<file path="src/rtl/diag_pkg.sv">
`default_nettype none
// ============================================================================
// Module : diag_pkg
// Brief  : Shared types and row-entry layout for the diagonal fetch controller.
// Rev    : 1.0
// ============================================================================
package diag_pkg;

    localparam int ROW_W      = 11;
    localparam int ROW_DATA_W = 256;
    localparam int ENTRY_W    = 16;
    localparam int ENTRIES    = ROW_DATA_W / ENTRY_W;

    // Row entry layout: {flag[2:0], value[2:0], column[9:0]}
    localparam int FLAG_MSB = 15;
    localparam int FLAG_LSB = 13;
    localparam int VAL_MSB  = 12;
    localparam int VAL_LSB  = 10;
    localparam int COL_MSB  = 9;
    localparam int COL_LSB  = 0;

    localparam logic [2:0] FLAG_VALID = 3'b111;

    typedef enum logic [2:0] {
        ST_IDLE    = 3'd0,
        ST_CLEAR   = 3'd1,
        ST_ISSUE   = 3'd2,
        ST_WAIT    = 3'd3,
        ST_PRESENT = 3'd4,
        ST_CHECK   = 3'd5,
        ST_FIN     = 3'd6
    } state_t;

    typedef enum logic {
        CH_X = 1'b0,
        CH_Y = 1'b1
    } chan_t;

    function automatic logic entry_hits(input logic [ENTRY_W-1:0] entry,
                                        input logic [15:0]        col);
        return (entry[FLAG_MSB:FLAG_LSB] == FLAG_VALID) &&
               (entry[COL_MSB:COL_LSB] == col[COL_MSB:COL_LSB]);
    endfunction

endpackage
`default_nettype wire

</file>
<file path="src/rtl/rr_arb2.sv">
`default_nettype none
// ============================================================================
// Module : rr_arb2
// Brief  : Two-way round-robin arbiter, one-hot grant, pointer moves on accept.
// Rev    : 1.0
// ============================================================================
module rr_arb2 (
    input  logic       clk_i,
    input  logic       rst_i,
    input  logic [1:0] req_i,
    input  logic       accept_i,
    input  logic       restart_i,
    output logic [1:0] gnt_o
);

    // ptr_q = 0 favours requester 0 when both are asking
    logic ptr_q;
    logic ptr_d;

    always_comb begin
        gnt_o = 2'b00;
        case (req_i)
            2'b01:   gnt_o = 2'b01;
            2'b10:   gnt_o = 2'b10;
            2'b11:   gnt_o = ptr_q ? 2'b10 : 2'b01;
            default: gnt_o = 2'b00;
        endcase
    end

    always_comb begin
        ptr_d = ptr_q;
        if (restart_i) begin
            ptr_d = 1'b0;
        end else if (accept_i && (gnt_o != 2'b00)) begin
            ptr_d = gnt_o[0];
        end
    end

    always_ff @(posedge clk_i or posedge rst_i) begin
        if (rst_i) begin
            ptr_q <= 1'b0;
        end else begin
            ptr_q <= ptr_d;
        end
    end

endmodule
`default_nettype wire

</file>
<file path="src/rtl/diag_fetch_ctrl.sv">
`default_nettype none
// ============================================================================
// Module : diag_fetch_ctrl
// Brief  : Fetches rows for X/Y diagonal searches and feeds the update unit.
// Rev    : 1.0
// ============================================================================
module diag_fetch_ctrl
    import diag_pkg::*;
#(
    parameter int NUM_ROWS = 1024,
    parameter int ROW_W    = diag_pkg::ROW_W
) (
    input  logic                  clock,
    input  logic                  reset,
    input  logic                  start,
    input  logic [15:0]           X,
    input  logic [15:0]           Y,
    output logic                  mem_req,
    output logic [ROW_W-1:0]      mem_addr,
    input  logic                  mem_gnt,
    input  logic                  mem_rvalid,
    input  logic [ROW_DATA_W-1:0] mem_rdata,
    output logic [ROW_DATA_W-1:0] NewRowX,
    output logic [ROW_DATA_W-1:0] NewRowY,
    output logic [ROW_W-1:0]      Row_noX,
    output logic [ROW_W-1:0]      Row_noY,
    output logic                  EnableChange,
    input  logic                  DiagonalDoneX,
    input  logic                  DiagonalDoneY,
    output logic                  busy,
    output logic                  done,
    output logic                  found_x,
    output logic                  found_y,
    output logic [15:0]           TargetX,
    output logic [15:0]           TargetY
);

    localparam logic [ROW_W-1:0] LAST_ROW = ROW_W'(NUM_ROWS - 1);

    state_t                  state_q, state_d;
    logic [15:0]             x_q, y_q;
    logic [ROW_W-1:0]        rx_q, ry_q;
    logic [1:0]              active_q;
    logic                    found_x_q, found_y_q;
    chan_t                   sel_q;
    logic [ROW_DATA_W-1:0]   rdata_q;
    logic [ROW_W-1:0]        row_nox_q, row_noy_q;

    logic [1:0]              gnt;
    logic                    accept;
    logic                    restart;
    logic [ROW_W-1:0]        issue_cnt;
    logic [ROW_W-1:0]        served_cnt;
    logic                    served_hit;
    logic                    served_last;
    logic [1:0]              retire_mask;
    logic [1:0]              active_after;

    rr_arb2 u_arb (
        .clk_i     (clock),
        .rst_i     (reset),
        .req_i     (active_q),
        .accept_i  (accept),
        .restart_i (restart),
        .gnt_o     (gnt)
    );

    assign issue_cnt    = gnt[0] ? rx_q : ry_q;
    assign served_cnt   = (sel_q == CH_Y) ? ry_q : rx_q;
    // Only the served channel's flag counts; the other one is ignored here
    assign served_hit   = (sel_q == CH_Y) ? DiagonalDoneY : DiagonalDoneX;
    assign served_last  = (served_cnt == LAST_ROW);
    assign retire_mask  = (served_hit || served_last)
                          ? ((sel_q == CH_Y) ? 2'b10 : 2'b01) : 2'b00;
    assign active_after = active_q & ~retire_mask;

    always_comb begin
        state_d = state_q;
        accept  = 1'b0;
        restart = 1'b0;
        case (state_q)
            ST_IDLE: begin
                if (start) begin
                    state_d = ST_CLEAR;
                    restart = 1'b1;
                end
            end
            ST_CLEAR:   state_d = ST_ISSUE;
            ST_ISSUE: begin
                if (mem_gnt) begin
                    state_d = ST_WAIT;
                    accept  = 1'b1;
                end
            end
            ST_WAIT: begin
                if (mem_rvalid) begin
                    state_d = ST_PRESENT;
                end
            end
            ST_PRESENT: state_d = ST_CHECK;
            ST_CHECK:   state_d = (active_after == 2'b00) ? ST_FIN : ST_ISSUE;
            ST_FIN:     state_d = ST_IDLE;
            default:    state_d = ST_IDLE;
        endcase
    end

    always_ff @(posedge clock or posedge reset) begin
        if (reset) begin
            state_q <= ST_IDLE;
        end else begin
            state_q <= state_d;
        end
    end

    always_ff @(posedge clock or posedge reset) begin
        if (reset) begin
            x_q       <= '0;
            y_q       <= '0;
            rx_q      <= '0;
            ry_q      <= '0;
            active_q  <= 2'b00;
            found_x_q <= 1'b0;
            found_y_q <= 1'b0;
            sel_q     <= CH_X;
            rdata_q   <= '0;
            row_nox_q <= '0;
            row_noy_q <= '0;
        end else begin
            case (state_q)
                ST_IDLE: begin
                    if (start) begin
                        x_q       <= X;
                        y_q       <= Y;
                        rx_q      <= '0;
                        ry_q      <= '0;
                        active_q  <= 2'b11;
                        found_x_q <= 1'b0;
                        found_y_q <= 1'b0;
                    end
                end
                ST_ISSUE: begin
                    if (mem_gnt) begin
                        sel_q <= gnt[1] ? CH_Y : CH_X;
                    end
                end
                ST_WAIT: begin
                    if (mem_rvalid) begin
                        rdata_q <= mem_rdata;
                        if (sel_q == CH_Y) begin
                            row_noy_q <= ry_q;
                        end else begin
                            row_nox_q <= rx_q;
                        end
                    end
                end
                ST_CHECK: begin
                    active_q <= active_after;
                    if (served_hit) begin
                        if (sel_q == CH_Y) begin
                            found_y_q <= 1'b1;
                        end else begin
                            found_x_q <= 1'b1;
                        end
                    end else if (!served_last) begin
                        if (sel_q == CH_Y) begin
                            ry_q <= ry_q + 1'b1;
                        end else begin
                            rx_q <= rx_q + 1'b1;
                        end
                    end
                end
                default: ;
            endcase
        end
    end

    // Row data only leaves the block during PRESENT; an all-zero row never matches
    assign NewRowX      = ((state_q == ST_PRESENT) && (sel_q == CH_X)) ? rdata_q : '0;
    assign NewRowY      = ((state_q == ST_PRESENT) && (sel_q == CH_Y)) ? rdata_q : '0;
    assign Row_noX      = row_nox_q;
    assign Row_noY      = row_noy_q;
    assign mem_req      = (state_q == ST_ISSUE);
    assign mem_addr     = (state_q == ST_ISSUE) ? issue_cnt : '0;
    assign EnableChange = (state_q == ST_CLEAR);
    assign busy         = (state_q != ST_IDLE);
    assign done         = (state_q == ST_FIN);
    assign found_x      = found_x_q;
    assign found_y      = found_y_q;
    assign TargetX      = x_q;
    assign TargetY      = y_q;

endmodule
`default_nettype wire

</file>
<file path="config.mk">
export PLATFORM = sky130hd
export DESIGN_NAME = diag_fetch_ctrl
export DESIGN_NICKNAME = d
export VERILOG_FILES = /design/src/rtl/diag_pkg.sv /design/src/rtl/rr_arb2.sv /design/src/rtl/diag_fetch_ctrl.sv
export SDC_FILE = /design/constraint.sdc
export NUM_CORES = 1
export LEC_CHECK = 0
export BUFFER_PORTS_ARGS = -buffer_cell sky130_fd_sc_hd__buf_4
export CAP_MARGIN = 20
export CORE_AREA = 2 2 345 347
export DETAILED_ROUTE_END_ITERATION = 8
export DIE_AREA = 0 0 347 349
export GPL_ROUTABILITY_DRIVEN = 0
export SKIP_CTS_REPAIR_TIMING = 1
export SYNTH_ARGS = -nofsm -noshare
export SYNTH_HDL_FRONTEND = slang
export SYNTH_SLANG_ARGS = --single-unit
export TNS_END_PERCENT = 1
</file>
<file path="constraint.sdc">
create_clock -name clock -period 18.6 [get_ports clock]
set_input_delay 2.79 -clock clock [delete_from_list [all_inputs] [get_ports clock]]
set_output_delay 2.79 -clock clock [all_outputs]
set_load 0.01 [all_outputs]
</file>
==> results.toml, run 1 <==
[outcome]
outcome = "finished clean"

[timing]
min_period_over_period = 0.330
setup_viol = 0
finalCriticalPeriod_ns = 6.14
clock_skew_ns = 0.0349
hold_violations = 0
worst_pin_slew_ns = 1.12
max_clock_freq_ghz = 0.163
rsz0062_at_grt = "false"
drv_slew = 0
final.setup.tns_ns = 0
max-slew-margin-rel = 0.252
holdWs_ns = 0.473

[cts]
clockRootBuffer = "clkbuf_16"
cts_sinks = 341
cts.path.max_buffers = 3
cts_tree = "done"
cts_buffers = 43
h-tree-depth = 2
path_clk_slew_ns = 0.06
clock_latency_ns = 0.61

[synthesis]
synth_top_area_share = 0.506
synthesis.area_mm2 = 0.0169
yosys-top-cells-area = "dfrtp_1 51%, nand2_1 20%, and2_1 19%, clkbuf_1 2.7%, mux2_2 1.3%"
ys_types = 45
yosys.area.top_type = "dfrtp_1"
synth-seq-cells = 341
ys_seq_area_frac = 0.506
synth_edf_count = 0
postSynthNetCount = 2371
synthFlopType = "dfrtp_1"
postSynthAreaPerCell_um2 = 8.14
ys_async_sr_fraction = 1.00
synth_warnings = 0
synthCells = 2074

[global_route]
antenna_found_initial = 16
overflow = 0
grt_max_degree = 152
grt_pass1_vias = 16295
grt_pass1_wl_mm = 111
grt_util_all_layers = 0.123

[worst_setup_path]
crit_path_end_kind = "primary output"
cp_data_arrival_time_ns = 3.35
startpoint_type = "flop"
cp.required_ns = 15.81
crit_path_max_fanout = 121
crit_type = "reg2out"

[power]
p_leak_nw = 14.1
peakVddDrop_uv = 52.0
p_per_area_mw_per_mm2 = 117

[routing]
routed-via-count = 16541
wl_mm = 77.9
first_pass_iters = 5
first_iter_violations = 825
via_per_inst = 3.71
drtAntennaViolNets = 0
routedWlPerCell_um = 17.5
drc_errors = 0

[floorplanning]
dieHeight_um = 349
pin_count = 878
die_w_um = 347
initial_core_util = 0.144
fp-row-count = 126
core_mm2 = 0.117
die_area_mm2 = 0.121

[cells_and_area]
area_growth_pct = 56.9
num-nets-final = 3177
final_common_cell = "nand2_1"
stdcell_area_mm2 = 0.0265
drive_above_1_share = 0.341
final_cell_mix = "911 x nand2_1, 894 x buf_4, 513 x and2_1"

[place]
port_buffers = 877
dpl.hpwl_mm = 59.9
dpl-instance-area_mm2 = 0.0250

[job]
drv_cap = 0

[min_path]
hp-class = "reg2reg"
[power by group]
part / switching [mW] / total, mW / internal (mW)
sequential: 0.339 / 1.40 / 1.06
combinational: 0.518 / 0.879 / 0.360
clock: 0.352 / 0.832 / 0.479
total: 1.21 / 3.11 / 1.90
[registers in the layout (all words and copies together), names as in the netlist]
name         flops
Row_noY         11
TargetY         16
Row_noX         11
found_x          1
ry_q            11
sel_q            1
TargetX         16
rx_q            11
u_arb.ptr_q      1
found_y          1
state_q          3
active_q         2
rdata_q        256
[layout make-up]
class | instances | area, µm²
fillers | 12955 | 91000
flip-flops and latches | 341 | 8530
multi-input cells | 1587 | 7800
repair buffers | 896 | 6770
well taps | 1536 | 1920
clock buffers | 64 | 1240
clock inverters | 13 | 136
inverters | 11 | 48.8
diodes | 9 | 22.5
[Yosys cell counts (3+ instances only)]
| cell type | number |
|---|---|
| buf_1 | 5 |
| nor2_1 | 18 |
| buf_2 | 6 |
| inv_1 | 11 |
| xnor2_1 | 8 |
| or4_1 | 5 |
| a211oi_1 | 6 |
| or3_1 | 5 |
| and3_1 | 4 |
| mux2_2 | 20 |
| and2_1 | 513 |
| o31ai_1 | 4 |
| a21oi_1 | 28 |
| dfrtp_1 | 341 |
| nand4_1 | 6 |
| nor4_1 | 3 |
| nand3_1 | 9 |
| o21ai_0 | 7 |
| nand2b_1 | 3 |
| clkbuf_1 | 122 |
| o211ai_1 | 3 |
| or2_2 | 3 |
| nand2_1 | 911 |
| mux2i_1 | 6 |
[worst paths after layout]
kind,cells past startpoint,start,slack [ns],endpoint
worst max-delay path,6,state_q[0],12.46,NewRowY[221]
worst min-delay path,2,TargetX[10],0.47,TargetX[10]
worst max register to register,6,state_q[2],15.20,rdata_q[234]
worst min register to register,2,TargetX[10],0.47,TargetX[10]
max in group asynchronous,4,reset,14.04,rdata_q[213]
min in group asynchronous,2,reset,2.36,rx_q[2]
[cells by family after synthesis]
group           after synthesis  share of synthesized area
simple gates               1493                      0.417
flops                       341                      0.506
buf+inv                     146                     0.0338
compound gates               58                     0.0210
mux                          26                     0.0169
xor+xnor                      8                    0.00415
fa+ha+maj                     2                    0.00148
[through the flow]
stage               instances  utilization  power [mW]  setup WS (ns)
detailed placement       4369        0.213        2.29          12.67
CTS                      4446        0.225        3.16          11.95
floorplan                2074            -        1.76           6.36
finish                   4457        0.225        3.11          12.46
global route             4450        0.225        3.33          12.08
global placement         4369        0.213        2.27          12.82
[metal layers]
layer | vias up | part of all wire | wire (µm) | global-route usage
met5 | - | 0.00035 | 27 | 0
met4 | 4 | 0.026 | 2040 | 0.0366
met3 | 111 | 0.065 | 5100 | 0.0300
met2 | 624 | 0.47 | 36300 | 0.199
met1 | 7843 | 0.44 | 34400 | 0.161
li1 | 7959 | - | - | -
[worst max-delay path, stage by stage (launching register included)]
cell and delay, ns:
dfrtp_1 0.47, nor2_1 0.27, and3_4 0.81, buf_4 0.42
buf_16 0.29, and2_1 0.21, buf_4 0.12
No activity file was read; power rests on OpenSTA's default activity.
==> inputs of run 2 (changes only) <==
Settings changed: CORE_AREA 2 2 345 347 to 2 2 339 341, DIE_AREA 0 0 347 349 to 0 0 341 343.
Clock period 18.6 ns to 6.05 ns, I/O delays scaled along.
==> run 2 against run 1 <==
Net effect: non-clock buffer count decreased by 1; register-to-register slack got worse by 12 ns; via count decreased by 0.95%; first-iteration DRC count decreased by 5.6%; combinational power increased to 3.1 times the previous value; critical path depth decreased by 1; clock power increased to 3.3 times the previous value; global-route usage decreased by 0.58 points; utilization increased by 0.91 points; clock skew decreased by 0.0080 ns; cell count decreased by 0.63%; largest cell class unchanged.
==> results.toml, run 2 (synthesized netlist as in run 1, its figures left out) <==
[timing]
hold_violations = 0
final.setup.tns_ns = 0
worst_pin_slew_ns = 1.25
rsz0062_at_grt = "false"
finalCriticalPeriod_ns = 3.96
min_period_over_period = 0.654
setup_viol = 0
drv_slew = 0
clock_skew_ns = 0.0269
max_clock_freq_ghz = 0.253
max-slew-margin-rel = 0.167

[job]
drv_cap = 0

[power]
switchingPower_mw = 3.66
switching_share = 0.378
combPwrFrac = 0.279
p_seq_frac = 0.439
peakVddDrop_uv = 185
p_int_mw = 6.02
p_per_area_mw_per_mm2 = 364
p_leak_nw = 14.2
clock_power_share = 0.282

[floorplanning]
core_mm2 = 0.113
initial_core_util = 0.149
die_area_mm2 = 0.117
fp-row-count = 124
die_w_um = 341
dieHeight_um = 343
pin_count = 878

[worst_setup_path]
cp_slowest_stage_delay_ns = 0.65
startpoint = "sel_q"
crit_path_max_fanout = 88
path_depth = 5
startpoint_type = "flop"
path_delay_family = "buffers and inverters"
crit_path_frequent_cell = "buf_4"
cp.required_ns = 5.14
path_cells = "inv_1 -> and3_4 -> buf_4 -> and2_1 -> buf_4"
r2r-start = "state_q[2]"
crit_path_end_kind = "primary output"
cp_data_arrival_time_ns = 3.05
crit_type = "reg2out"
rr_worst_depth = 4
slowest_stage = "buf_4"
path_buf_inv = 3

[cts]
cts_tree = "done"
cts_sinks = 341
path_clk_slew_ns = 0.06
cts.path.max_buffers = 3
clockRootBuffer = "clkbuf_16"
clock_latency_ns = 0.60
h-tree-depth = 2
cts_buffers = 43

[routing]
first_iter_violations = 779
routedWlPerCell_um = 16.5
drc_errors = 0
first_pass_iters = 5
wl_mm = 73.0
routed-via-count = 16384
via_per_inst = 3.70
drtAntennaViolNets = 0

[cells_and_area]
multiInputGateArea_mm2 = 0.00780
stdcell_area_mm2 = 0.0266
num-nets-final = 3176
drive_above_1_share = 0.341
largest_reg_flops = 256
fillers = 12455
regArea_mm2 = 0.00853
area_growth_pct = 57.6
final_common_cell = "nand2_1"
final_cell_mix = "911 x nand2_1, 887 x buf_4, 513 x and2_1"
largest-register = "rdata_q"

[global_route]
grt_max_degree = 170
overflow = 0
grt_pass1_vias = 15658
grt_util_all_layers = 0.117
grt_pass1_wl_mm = 104
antenna_found_initial = 7

[place]
dpl-instance-area_mm2 = 0.0251
port_buffers = 877
dpl.hpwl_mm = 55.2

[outcome]
outcome = "finished clean"

[min_path]
hp-class = "in2async"
-- run 2: cell types whose count changed in the layout (fill, tap and decap cells not counted), moves of 2 or more --
cell	delta
diode_2	-5
inv_6	+2
buf_4	-7
clkinvlp_4	+2
clkinv_2	-2
buf_12	+7
bufinv_16	+4
-- run 2: stage by stage --
step                       util  worst slack, ns  hold WS (ns)  cells  power, mW
after detailed placement  0.221             2.56         0.463   4345       7.04
after global routing      0.234             1.88         0.456   4425       10.4
after global placement    0.221             2.70         0.460   4345       6.97
after CTS                 0.234             1.88         0.405   4424       9.86
after floorplan               -            0.582         0.451   2074       5.41
final                     0.234             2.09         0.436   4429       9.68
-- run 2: power by group through the flow --
stage / sequential, mW / combinational (mW) / clock (mW)
final: 4.25 / 2.70 / 2.73
after global routing: 4.36 / 3.08 / 2.93
after CTS: 4.25 / 2.77 / 2.84
after detailed placement: 4.27 / 2.77 / 0
after global placement: 4.28 / 2.69 / 0
after floorplan: 3.79 / 1.62 / 0
-- run 2: final cells by class --
cell class / count / area share
well taps: 1512 / 0.0711
clock buffers: 63 / 0.0471
flip-flops and latches: 341 / 0.321
clock inverters: 16 / 0.00885
multi-input cells: 1587 / 0.293
inverters: 11 / 0.00169
diodes: 4 / 0.000376
repair buffers: 895 / 0.257
-- run 2: layer usage --
layer | wire length [µm] | track usage | vias up
li1 | - | - | 7953
met1 | 30500 | 0.147 | 7729
met2 | 34900 | 0.194 | 603
met3 | 5760 | 0.0339 | 93
met4 | 1770 | 0.0354 | 6
met5 | 46 | 0 | -
-- run 2: final timing paths --
kind | to | slack [ns]
max | NewRowX[166] | 2.09
min | rdata_q[58] | 0.44
max reg2reg | Row_noX[6] | 3.54
min reg2reg | TargetX[10] | 0.47
max in group asynchronous | rdata_q[208] | 4.28
min in group clock | TargetX[10] | 0.47
-- run 2: worst register-to-register path, delay by kind of cell (launching register included) --
| kind | cells | cell delay, ns |
|---|---|---|
| simple gates | 3 | 1.49 |
| flops | 1 | 0.47 |
| mux | 1 | 0.42 |
==> inputs of run 3 (changes only) <==
Settings changed: ABC_AREA from default to 1, CORE_AREA 2 2 339 341 to 2 2 341 343, DIE_AREA 0 0 341 343 to 0 0 343 345.
Clock period 6.05 ns to 3.6 ns, I/O delays scaled along.
==> run 3 against run 2 <==
Net effect: count of clock-buffer cells in the layout down 2; design area down 2.4%; die area increased by 1.2%; setup slack worse by 1.8 ns; first-iteration DRC count grew 45%; register-to-register slack worse by 2.2 ns; critical endpoint is now NewRowY[157]; sequential share of layout area grew 0.78 points; synthesized cell count increased by 3.3%; critical path type unchanged; critical path depth up 2; sequential cell count unchanged; synthesized area shrank 4.2%; power grew 80%.
==> results.toml, run 3 <==
[global_route]
grt_pass1_vias = 16355
overflow = 0
grt_util_all_layers = 0.140
grt_max_degree = 142
antenna_found_initial = 39
grt_pass1_wl_mm = 119

[min_path]
hp-class = "in2reg"

[timing]
drv_slew = 0
hold_violations = 0
worst_pin_slew_ns = 0.935
final.setup.tns_ns = 0
setup_viol = 0
rsz0062_at_grt = "false"
clock_skew_ns = 0.0242
finalCriticalPeriod_ns = 3.26
max_clock_freq_ghz = 0.307
min_period_over_period = 0.906
max-slew-margin-rel = 0.373

[cells_and_area]
largest_reg_flops = 256
multiInputGateArea_mm2 = 0.00588
final_util = 0.225
drive_above_1_share = 0.338
final_cell_mix = "894 x buf_4, 545 x nor2_1, 438 x nand2_1"
regArea_mm2 = 0.00853
stdcell_area_mm2 = 0.0260
stdcell_count = 4530
area_growth_pct = 60.6
fillers = 12741
largest-register = "rdata_q"
num-nets-final = 3263
final_common_cell = "buf_4"

[synthesis]
synth_most_common_cell = "nor2_1"
postSynthNetCount = 2440
yosys-top-cells-area = "dfrtp_1 53%, nor2_1 13%, nand2_1 10%, o21ai_0 9.0%, inv_1 6.8%"
ys_async_sr_fraction = 1.00
yosys.area.top_type = "dfrtp_1"
synthFlopType = "dfrtp_1"
postSynthAreaPerCell_um2 = 7.54
synth_edf_count = 0
synth_top_area_share = 0.528
ys_types = 32
synthCells = 2143
synth_warnings = 0
synth-seq-cells = 341
synthesis.area_mm2 = 0.0162
synth_common_cells = "545 x nor2_1, 440 x nand2_1, 341 x dfrtp_1"
ys_seq_area_frac = 0.528

[routing]
first_iter_violations = 1126
via_per_inst = 3.78
drtAntennaViolNets = 0
dr_wl_met2_mm = 40.1
highest_layer = "met5"
drc_errors = 0
first_pass_iters = 6
wl_met1_mm = 36.8
routed-via-count = 17130
wl_mm = 86.0
wl_met3_mm = 6.71
routedWlPerCell_um = 19.0

[worst_setup_path]
cp.required_ns = 3.06
cp_slowest_stage_delay_ns = 0.42
crit_path_end_kind = "primary output"
path_cells = "inv_2 -> nand2_2 -> nor2_1 -> nand2_4 -> buf_12 -> nor2_1 -> buf_4"
crit_path_frequent_cell = "nor2_1"
slowest_stage = "dfrtp_1"
startpoint_type = "flop"
crit_type = "reg2out"
cp_data_arrival_time_ns = 2.72
crit_path_max_fanout = 132

[cts]
path_clk_slew_ns = 0.06
clock_latency_ns = 0.59
cts_tree = "done"
cts_sinks = 341
h-tree-depth = 2
cts_buffers = 44
cts.path.max_buffers = 3
clockRootBuffer = "clkbuf_16"

[floorplanning]
initial_core_util = 0.140
pin_count = 878
core_mm2 = 0.115
dieHeight_um = 345
fp-row-count = 125
die_area_mm2 = 0.118
die_w_um = 343

[power]
peakVddDrop_uv = 308
p_per_area_mw_per_mm2 = 673
clock_power_share = 0.273
switchingPower_mw = 6.85
p_leak_nw = 13.2
p_int_mw = 10.6
switching_share = 0.392
p_seq_frac = 0.348
combPwrFrac = 0.379

[place]
placed_cells = 4443
port_buffers = 877
dpl-instance-area_mm2 = 0.0244
dpl.hpwl_mm = 70.4

[job]
drv_cap = 0

[outcome]
outcome = "finished clean"
run 3: worst max-delay path: cells and delay by family (launching register included):
| family | cells | cell delay [ns] |
|---|---|---|
| buffers and inverters | 3 | 0.49 |
| flip-flops | 1 | 0.42 |
| AND/OR/NAND/NOR | 4 | 0.92 |
run 3: cells by family (layout without fill, tap and decap cells):
kind of cell | count (synthesis) | after routing | share of synthesized area
other | 0 | 9 | 0
adders and majority gates | 2 | 2 | 0.00155
buffers and inverters | 429 | 1283 | 0.109
DFF | 341 | 341 | 0.528
muxes | 1 | 1 | 0.000697
xor gates and xnor gates | 15 | 15 | 0.00813
AOI/OAI and AO/OA | 332 | 332 | 0.107
and+or+nand+nor | 1023 | 1023 | 0.245
run 3: area by class of cell:
cell class / instances / share of cell area
flip-flops and latches: 341 / 0.329
clock buffers: 61 / 0.0488
repair buffers: 907 / 0.268
diodes: 9 / 0.000868
multi-input cells: 1373 / 0.226
clock inverters: 16 / 0.0101
inverters: 299 / 0.0434
well taps: 1524 / 0.0735
run 3: power by group through the flow:
stage / registers (mW) / clock network [mW] / logic [mW]
3_5_place_dp: 6.13 / 0 / 6.68
3_3_place_gp: 6.09 / 0 / 6.60
6_report: 6.08 / 4.76 / 6.61
5_1_grt: 6.25 / 5.12 / 7.35
4_1_cts: 6.08 / 4.97 / 6.71
2_1_floorplan: 6.15 / 0 / 3.46
run 3: final timing paths:
kind / from / endpoint / slack [ns] / depth (start not counted)
worst max-delay path: state_q[0] / NewRowY[157] / 0.34 / 7
worst min-delay path: X[4] / TargetX[4] / 0.15 / 3
max in group asynchronous: reset / rdata_q[52] / 1.95 / 4
worst min register to register: TargetY[11] / TargetY[11] / 0.48 / 2
min in group asynchronous: reset / rdata_q[10] / 0.53 / 3
worst max register to register: state_q[2] / Row_noX[5] / 1.32 / 8
run 3: routing by layer:
| layer | vias to the layer above | track usage |
|---|---|---|
| li1 | 8102 | - |
| met1 | 8104 | 0.179 |
| met2 | 743 | 0.231 |
| met3 | 155 | 0.0366 |
| met4 | 26 | 0.0403 |
| met5 | - | 0 |
run 3: stage by stage:
step                      total power, mW  worst slack [ns]  hold WS, ns
final                                17.5             0.339        0.149
after global placement               12.7              1.09        0.465
after global routing                 18.7             0.238        0.105
after CTS                            17.8             0.383       -0.113
after floorplan                      9.60             -1.50        0.492
after detailed placement             12.8              1.04        0.467
